## config.mk

```make
export PLATFORM = sky130hd
export DESIGN_NAME = unified_mem_arbiter
export DESIGN_NICKNAME = d
export VERILOG_FILES = /design/src/rtl/riscv_mem_pkg.sv /design/src/rtl/mem_lane_align.sv /design/src/rtl/unified_mem_arbiter.sv
export SDC_FILE = /design/constraint.sdc
export NUM_CORES = 1
export LEC_CHECK = 0
export CAP_MARGIN = 25
export CORE_MARGIN = 2
export CORE_UTILIZATION = 45
export CTS_BUF_LIST = sky130_fd_sc_hd__clkbuf_2 sky130_fd_sc_hd__clkbuf_4 sky130_fd_sc_hd__clkbuf_8
export DETAILED_ROUTE_END_ITERATION = 10
export PLACE_DENSITY = 0.91
export SKIP_LAST_GASP = 1
export SLEW_MARGIN = 40
export SYNTH_ARGS = -nofsm -noshare
export SYNTH_HDL_FRONTEND = slang
export SYNTH_SLANG_ARGS = --single-unit
```

## constraint.sdc

```tcl
create_clock -name clk -period 4.84 [get_ports clk]
set_clock_uncertainty 0.1 [all_clocks]
set_input_delay 0.726 -clock clk [delete_from_list [all_inputs] [get_ports clk]]
set_output_delay 0.726 -clock clk [all_outputs]
set_load 0.02 [all_outputs]
```

## src/rtl/riscv_mem_pkg.sv

```systemverilog
// Shared encodings for the unified memory port:
// access sizes, arbiter states and lane geometry.
package riscv_mem_pkg;

  localparam int LANE_BYTES = 8;

  typedef enum logic [1:0] {
    SZ_B = 2'b00,
    SZ_H = 2'b01,
    SZ_W = 2'b10,
    SZ_D = 2'b11
  } size_e;

  typedef enum logic [1:0] {
    IDLE   = 2'b00,
    BUSY_I = 2'b01,
    BUSY_D = 2'b10,
    RESP   = 2'b11
  } arb_state_e;

endpackage

```

## src/rtl/mem_lane_align.sv

```systemverilog
// Byte-lane placement for data accesses: strobes,
// lane-shifted store data and misalignment flag.
import riscv_mem_pkg::*;

module mem_lane_align #(
  parameter int DATA_W = 64
) (
  input  logic [1:0]            size,
  input  logic [2:0]            addr,
  input  logic [DATA_W-1:0]     wdata,
  output logic [LANE_BYTES-1:0] wstrb,
  output logic [DATA_W-1:0]     wdataSh,
  output logic                  misalign
);

  always_comb begin
    wstrb    = '0;
    misalign = 1'b0;
    unique case (1'b1)
      (size == SZ_B): begin
        wstrb = 8'h01 << addr;
      end
      (size == SZ_H): begin
        wstrb    = 8'h03 << addr;
        misalign = addr[0];
      end
      (size == SZ_W): begin
        wstrb    = 8'h0F << addr;
        misalign = |addr[1:0];
      end
      default: begin
        wstrb    = 8'hFF;
        misalign = |addr;
      end
    endcase
  end

  assign wdataSh = wdata << {addr, 3'b000};

endmodule

```

## src/rtl/unified_mem_arbiter.sv

```systemverilog
// Fetch/data arbiter for the single-ported memory,
// with fetch-starvation guard and stale-fetch dropping.
import riscv_mem_pkg::*;

module unified_mem_arbiter #(
  parameter int ADDR_W       = 32,
  parameter int DATA_W       = 64,
  parameter int MAX_D_STREAK = 4
) (
  input  logic              clk,
  input  logic              rst,
  input  logic              i_req,
  input  logic [ADDR_W-1:0] i_addr,
  input  logic              i_flush,
  output logic              i_valid,
  output logic [31:0]       i_rdata,
  input  logic              d_req,
  input  logic              d_we,
  input  logic [1:0]        d_size,
  input  logic [ADDR_W-1:0] d_addr,
  input  logic [DATA_W-1:0] d_wdata,
  output logic              d_done,
  output logic              d_err,
  output logic [DATA_W-1:0] d_rdata,
  output logic              mem_req,
  output logic              mem_we,
  output logic [ADDR_W-1:0] mem_addr,
  output logic [7:0]        mem_wstrb,
  output logic [DATA_W-1:0] mem_wdata,
  input  logic              mem_ready,
  input  logic [DATA_W-1:0] mem_rdata
);

  localparam int SW = $clog2(MAX_D_STREAK + 1);
  localparam logic [SW-1:0] STREAK_MAX = SW'(MAX_D_STREAK);

  arb_state_e state, nextState;

  logic [SW-1:0]     streak;
  logic              drop;
  logic              respI;
  logic              errQ;
  logic              weQ;
  logic [ADDR_W-1:2] addrQ;
  logic [7:0]        strbQ;
  logic [DATA_W-1:0] wdataQ;
  logic [DATA_W-1:0] dRdataQ;
  logic [31:0]       iRdataQ;

  logic              iCand, atMax, dWin, iWin, busy;
  logic [7:0]        laneStrb;
  logic [DATA_W-1:0] laneWdata;
  logic              misalign;
  logic              unusedIAddr;

  assign unusedIAddr = ^i_addr[1:0];

  mem_lane_align #(
    .DATA_W (DATA_W)
  ) uAlign (
    .size     (d_size),
    .addr     (d_addr[2:0]),
    .wdata    (d_wdata),
    .wstrb    (laneStrb),
    .wdataSh  (laneWdata),
    .misalign (misalign)
  );

  // Data wins by default; a full streak hands the slot to fetch.
  assign iCand = i_req & ~i_flush;
  assign atMax = (streak == STREAK_MAX);
  assign dWin  = (state == IDLE) & d_req & ~(iCand & atMax);
  assign iWin  = (state == IDLE) & iCand & ~dWin;
  assign busy  = (state == BUSY_I) | (state == BUSY_D);

  always_ff @(posedge clk or negedge rst) begin
    if (!rst) state <= IDLE;
    else      state <= nextState;
  end

  always_comb begin
    nextState = state;
    mem_req   = busy;
    mem_we    = busy & weQ;
    mem_addr  = '0;
    mem_wstrb = '0;
    mem_wdata = '0;
    i_valid   = 1'b0;
    d_done    = 1'b0;
    d_err     = 1'b0;
    if (busy) begin
      mem_addr  = {addrQ[ADDR_W-1:3], 3'b000};
      mem_wstrb = strbQ;
      mem_wdata = wdataQ;
    end
    case (state)
      IDLE: begin
        if (dWin)      nextState = misalign ? RESP : BUSY_D;
        else if (iWin) nextState = BUSY_I;
      end
      BUSY_I, BUSY_D: begin
        if (mem_ready) nextState = RESP;
      end
      RESP: begin
        nextState = IDLE;
        i_valid   = respI & ~drop & ~i_flush;
        d_done    = ~respI;
        d_err     = ~respI & errQ;
      end
      default: nextState = IDLE;
    endcase
  end

  assign i_rdata = iRdataQ;
  assign d_rdata = dRdataQ;

  always_ff @(posedge clk or negedge rst) begin
    if (!rst) begin
      streak  <= '0;
      drop    <= 1'b0;
      respI   <= 1'b0;
      errQ    <= 1'b0;
      weQ     <= 1'b0;
      addrQ   <= '0;
      strbQ   <= '0;
      wdataQ  <= '0;
      dRdataQ <= '0;
      iRdataQ <= '0;
    end else begin
      case (state)
        IDLE: begin
          if (iWin || !i_req)      streak <= '0;
          else if (dWin && !atMax) streak <= streak + 1'b1;
          if (dWin) begin
            respI  <= 1'b0;
            errQ   <= misalign;
            weQ    <= d_we;
            addrQ  <= d_addr[ADDR_W-1:2];
            strbQ  <= d_we ? laneStrb : 8'h00;
            wdataQ <= laneWdata;
          end else if (iWin) begin
            respI  <= 1'b1;
            errQ   <= 1'b0;
            weQ    <= 1'b0;
            addrQ  <= i_addr[ADDR_W-1:2];
            strbQ  <= '0;
            wdataQ <= '0;
          end
        end
        BUSY_I: begin
          if (i_flush) drop <= 1'b1;
          if (mem_ready)
            iRdataQ <= addrQ[2] ? mem_rdata[32 +: 32]
                                : mem_rdata[0 +: 32];
        end
        BUSY_D: begin
          if (mem_ready) dRdataQ <= mem_rdata;
        end
        default: begin
          drop <= 1'b0;
        end
      endcase
    end
  end

endmodule

```

## After elaboration in Yosys (flattened, before gate mapping)

Cells that the tools add are included.
Widths: inputs -> output; s select.

| operators by class | value |
|---|---|
| add/subtract/negate cells | 1 |
| equal/unequal tests | 9 |
| shift-type cells | 4 |
| mux-type cells | 30 |
| bitwise logic cells | 17 |
| reduce and logical (&&, ||, !) cells | 18 |

Operator list:

| operator | count |
|---|---|
| $mux 64 | 3 |
| $mux 32 | 2 |
| $shl 64x6->64 | 1 |
| $mux 30 | 2 |
| $mux 8 | 4 |
| $pmux 8 s3 | 1 |
| $reduce_and 2->1 | 6 |
| $and 1x1->1 | 10 |
| $mux 1 | 10 |
| $shl 1x3->8 const A | 1 |
| $shl 2x3->8 const A | 1 |
| $shl 4x3->8 const A | 1 |
| $eq 2x2->1 const B | 3 |
| $mux 2 | 3 |
| $mux 3 | 2 |
| $not 1->1 | 6 |
| $pmux 2 s3 | 1 |
| $reduce_or 2->1 | 3 |
| $eq 2x1->1 const B | 2 |
| $logic_not 2->1 | 2 |
| $ne 2x2->1 const B | 2 |
| $reduce_bool 2->1 | 2 |
| $add 3x1->3 const B | 1 |
| $eq 3x3->1 const B | 1 |
| 8 further kinds | 9 |

| word-level totals | value |
|---|---|
| bits in registers | 207 |
| input bits | 201 |
| output and inout bits | 205 |
| word-level logic and storage cells | 90 |

## Longest topological paths before layout

| logic depth | value |
|---|---|
| word-level depth | 10 |
| gate-level depth with buffers | 9 |
| depth with buffers taken out | 6 |

## Cells and area by module

Synthesis repeated with hierarchy kept, for this count alone.

| second synthesis, totals | value |
|---|---|
| cell total of the unflattened synthesis | 1076 |
| area, all modules | 11577.4 µm² |

By module, submodules not included:

| module | times used | cells each | area each (µm²) | seq. area each (µm²) |
|---|---|---|---|---|
| unified_mem_arbiter | 1 | 792 | 9449.1 | 5180.0 |
| mem_lane_align | 1 | 284 | 2128.3 | 0.0 |

## Least setup slack after synthesis

No wires, ideal clock.

| path | value |
|---|---|
| path type | reg-to-output |
| start | register state[1] |
| end | output port mem_addr[10] |
| data arrival time | 1.602 ns |
| required time | 4.014 ns |
| path slack | 2.412 ns |
| stages on the path, launching flop included | 6 |
| cells stage by stage | dfrtp_1 inv_1 ha_1 clkbuf_1 clkbuf_1 and2_1 |

| on the way | value |
|---|---|
| cells in the longest elaborated chain, start to end | 3 |
| elaborated cells between the ends (all ways) | 4 |
| those cells by class | eq/ne: 2; mux: 1; bitwise: 1 |

Ends and longest elaborated chain:

| what | line | text |
|---|---|---|
| start, declared | unified_mem_arbiter.sv:37 | `arb_state_e state, nextState;` |
| start signal, assigned | unified_mem_arbiter.sv:78 | `else state <= nextState;` |
| $eq 2x1->1 or $eq 2x2->1 (tied branches) | unified_mem_arbiter.sv:74 | `assign busy = (state == BUSY_I) \| (state == BUSY_D);` |
| $or 1x1->1 * | unified_mem_arbiter.sv:74 |  |
| net mem_req | unified_mem_arbiter.sv:25 | `output logic mem_req,` |
| $mux 32 * | unified_mem_arbiter.sv:91 | `if (busy) begin` |
| end, declared | unified_mem_arbiter.sv:27 | `output logic [ADDR_W-1:0] mem_addr,` |

The timed path passes the listed nets; every way through them passes the cells marked *.

## Final worst setup path

| path | value |
|---|---|
| start | register state[1] |
| end | output port mem_wdata[55] |

| on the way | value |
|---|---|
| cells in the longest elaborated chain, start to end | 3 |
| elaborated cells between the ends (all ways) | 4 |
| those cells by class | eq/ne: 2; mux: 1; bitwise: 1 |

Ends and longest elaborated chain:

| what | line | text |
|---|---|---|
| $eq 2x1->1 or $eq 2x2->1 (tied branches) | unified_mem_arbiter.sv:74 |  |
| $or 1x1->1 * | unified_mem_arbiter.sv:74 |  |
| $mux 64 * | unified_mem_arbiter.sv:91 |  |
| end, declared | unified_mem_arbiter.sv:29 | `output logic [DATA_W-1:0] mem_wdata,` |

Mark *: on every way between the ends. The rest lies on a longest branch, timed or not.

==> results.txt <==
* Synth warnings: 0
- Detail Placement HPWL: 26.3 mm
* Core Footprint: 23300 um2
* Pin count of the biggest net entering global routing: 101
- Horizontal die dimension: 158 um
- The cell count after synthesis came out at 1011.
- The synthesized design contains 207 register bits.
* IO Count: 406
- Number of global-route vias before repair: 9889
* Via-to-Cell Ratio: 5.54
* Count of final setup violators: 0
- Worst reg2reg path depth: 5
* Gp weighted congestion: 0.916
- After synthesis, the netlist uses 46 different library cells.
- Mean instance size in the synthesized netlist: 10.5 um2
* Die footprint: 24900 um2
- In this run the worst hold path is classified as input port to asynchronous set/reset pin.
- The critical path is of the register to output port type.
- In this run the static leakage power is 6.77 nW.
* Maximum level of the CTS H-tree: 2
* Number of DRC violations after detailed-routing iteration 0: 681
- The mapped netlist covers 10600 um2.
* Ratio of cells with drive above 1 in the final layout: 13.0%
- Result of the run: finished, final reports clean
- In this run the remaining antenna-violating nets after routing total 0.
- Setup repair after global routing left no endpoint under its margin.
- Port bufs: 400
- Number of antenna violations at the first check in global routing: 5
* Overall Global Routing Usage: 28.4%
* Crit start category: register
- STA classifies the critical path endpoint as an output port.
* Clock Latency Late Sink: 520 ps
- Largest cells by area after synthesis: sky130_fd_sc_hd__dfrtp_1, sky130_fd_sc_hd__mux2_2, sky130_fd_sc_hd__mux2i_1
- For this run the aggregate overflow at the end of global routing stands at 0.
- The first global-routing pass estimated 54.4 mm of wire.
- Final Net Count: 1595
* Reported max-cap violation count: 0
- Final worst-path cycle share: 77.7%
* Total wire length: 36.7 mm
* Remaining max-slew budget at the tightest pin: 43.8%
- The share of synthesized area in the top cell type comes to 48.7%.
- Data arrives at the worst endpoint at 2940 ps.
* Setup Buffers After CTS: 0
* Peak supply drop: 0.000433 V
* Critical path's slowest cell: sky130_fd_sc_hd__ha_2
* CTS Sinks: 207
* Max incr delay on CP: 630 ps
- Row generation in the floorplan step produced 56 rows.
- Number of hold buffers added after CTS: 0
- Before antenna repair, the detailed router went through 6 iterations.
* Post-layout total power: 10.1 mW
* Die Y: 158 um
- The signal on the critical path passes through inv_1, ha_2, buf_4, and2_1, clkdlybuf4s50_1.
* DR vias: 9601
- Clock buffers created by TritonCTS: 36
* Number of enable-type register cells in the synthesized netlist: 0
* Fin. Hold Viols: 0
- Data on the critical path is required at its endpoint by 4010 ps.
- Fmax achieved: 0.266 GHz
- The clock passes through at most 3 buffers.
* Synthesis-to-finish area growth: 47.0%
* Count of instances resized after the clock tree is built: 0
- Starting density of the core: 45.5%
- Cell taking the most area after synthesis: sky130_fd_sc_hd__dfrtp_1
- At the pin with the least slew margin, the transition time is 842 ps.
- Counting flops with an async set or reset pin after synthesis yields a share of 100%.
* Shortest clock period the worst path allows after layout: 3760 ps
- Primary flip-flop cell chosen by synthesis mapping: sky130_fd_sc_hd__dfrtp_1
- After detailed routing, the average wire length per cell comes to 21.2 um.
* Register clock-pin slew on the reported worst setup and hold paths: 60 ps
- In this run the worst path has a maximum fanout of 46.
- After detailed routing, the number of remaining DRC violations is 0.
- TritonCTS clock tree: done
* Setup Total Neg Slack: 0 ps
* Number of slew-limit violations in the final report: 0
* Seq/Total Area, Yosys: 48.7%
* Core occupancy in the finished layout: 66.9%
- In this run the power density over the cells is 644 nW/um2.
* Clk root buf: sky130_fd_sc_hd__clkbuf_8
metal layers:
layer  track usage [%]  vias up  part of all wire [%]
met1              31.3     4577                    35
li1                  -     4330                     -
met3              8.65      123                    10
met4              17.3        0                   5.4
met2              48.3      571                    49
met5                 0        -                     0
cells in the final DEF (no fill, tap or decap), drive strengths merged, types with 3 or more instances in the layout:
| cell | n |
|---|---|
| o221ai | 13 |
| clkbuf | 53 |
| nor2 | 41 |
| clkdlybuf4s50 | 396 |
| nand2 | 95 |
| a21oi | 59 |
| conb | 3 |
| buf | 17 |
| o21ai | 104 |
| o211ai | 9 |
| o22ai | 11 |
| o31ai | 3 |
| mux2 | 87 |
| and2 | 104 |
| clkinv | 7 |
| nand3 | 9 |
| diode | 5 |
| inv | 14 |
| bufinv | 3 |
| a22oi | 8 |
| dfrtp | 207 |
| mux2i | 96 |
| a32o | 10 |
| a221oi | 3 |
| ha | 10 |
| nor2b | 3 |
| a22o | 26 |
logic make-up (layout without fill, tap and decap cells):
kind of cell               after synthesis  in the layout  synth area share (%)
AOI/OAI and AO/OA                      254            254                  15.0
adders and majority gates               10             10                  1.18
buffers and inverters                   95            492                  4.46
DFF                                    207            207                  48.7
muxes                                  183            183                  18.3
other                                    1              8                0.0353
and+or+nand+nor                        261            261                  12.3
cell usage after synthesis (9+ instances only):
master                       n
sky130_fd_sc_hd__dfrtp_1   207
sky130_fd_sc_hd__ha_1       10
sky130_fd_sc_hd__inv_1      14
sky130_fd_sc_hd__nand3_1     9
sky130_fd_sc_hd__o21ai_1    24
sky130_fd_sc_hd__mux2_2     87
sky130_fd_sc_hd__o211ai_1    9
sky130_fd_sc_hd__o22ai_1    11
sky130_fd_sc_hd__nor2_1     39
sky130_fd_sc_hd__buf_2      29
sky130_fd_sc_hd__o221ai_1   13
sky130_fd_sc_hd__clkbuf_1   37
sky130_fd_sc_hd__a22o_1     26
sky130_fd_sc_hd__a21oi_1    59
sky130_fd_sc_hd__and2_1    104
sky130_fd_sc_hd__nand2_1    95
sky130_fd_sc_hd__a32o_1     10
sky130_fd_sc_hd__mux2i_1    96
sky130_fd_sc_hd__o21ai_0    79
flip-flops by register name, summed over array words and instances (netlist names), 2 cells and up:
signal / cells
wdataQ: 64
streak: 3
i_rdata: 32
strbQ: 8
addrQ: 30
state: 2
d_rdata: 64
critical path, delay by kind of cell, from the launching register on:
family	cells	cell delay, ps
simple gates	1	250
buf+inv	3	1120
flops	1	390
fa+ha+maj	1	630
through the flow:
stage	hold slack, ps	worst slack, ps	cells	cell area, um2
2_1_floorplan	330	2410	1013	10600
3_3_place_gp	355	1630	1663	14700
3_5_place_dp	365	1600	1663	14700
4_1_cts	80.7	1030	1727	15600
5_1_grt	113	876	1734	15600
6_report	91.4	1080	1734	15600
power by group:
group,leakage (nW),switching (mW),internal (mW)
Combinational,3.79,2.73,2.49
Clock,0.431,0.732,1.07
Sequential,2.55,0.512,2.53
Total,6.77,3.98,6.09
path summary, 6_finish.rpt:
path | from | endpoint | slack (ps)
worst min register to register | strbQ[2] | strbQ[2] | 370
max in group asynchronous | rst | i_rdata[26] | 3460
worst min-delay path | rst | wdataQ[40] | 90
worst max register to register | state[0] | d_rdata[61] | 2330
min in group clk | strbQ[2] | strbQ[2] | 370
worst max-delay path | state[1] | mem_wdata[55] | 1080
layout make-up:
| class | instances | area, um2 |
|---|---|---|
| tap | 319 | 399 |
| multi-input combinational | 711 | 4990 |
| sequential | 207 | 5180 |
| clock buffer | 52 | 684 |
| fill | 1832 | 7710 |
| timing repair buffer | 414 | 4160 |
| clock inverter | 12 | 140 |
| antenna | 5 | 12.5 |
| inverter | 14 | 52.6 |
Power figures use the tool's default switching activity.
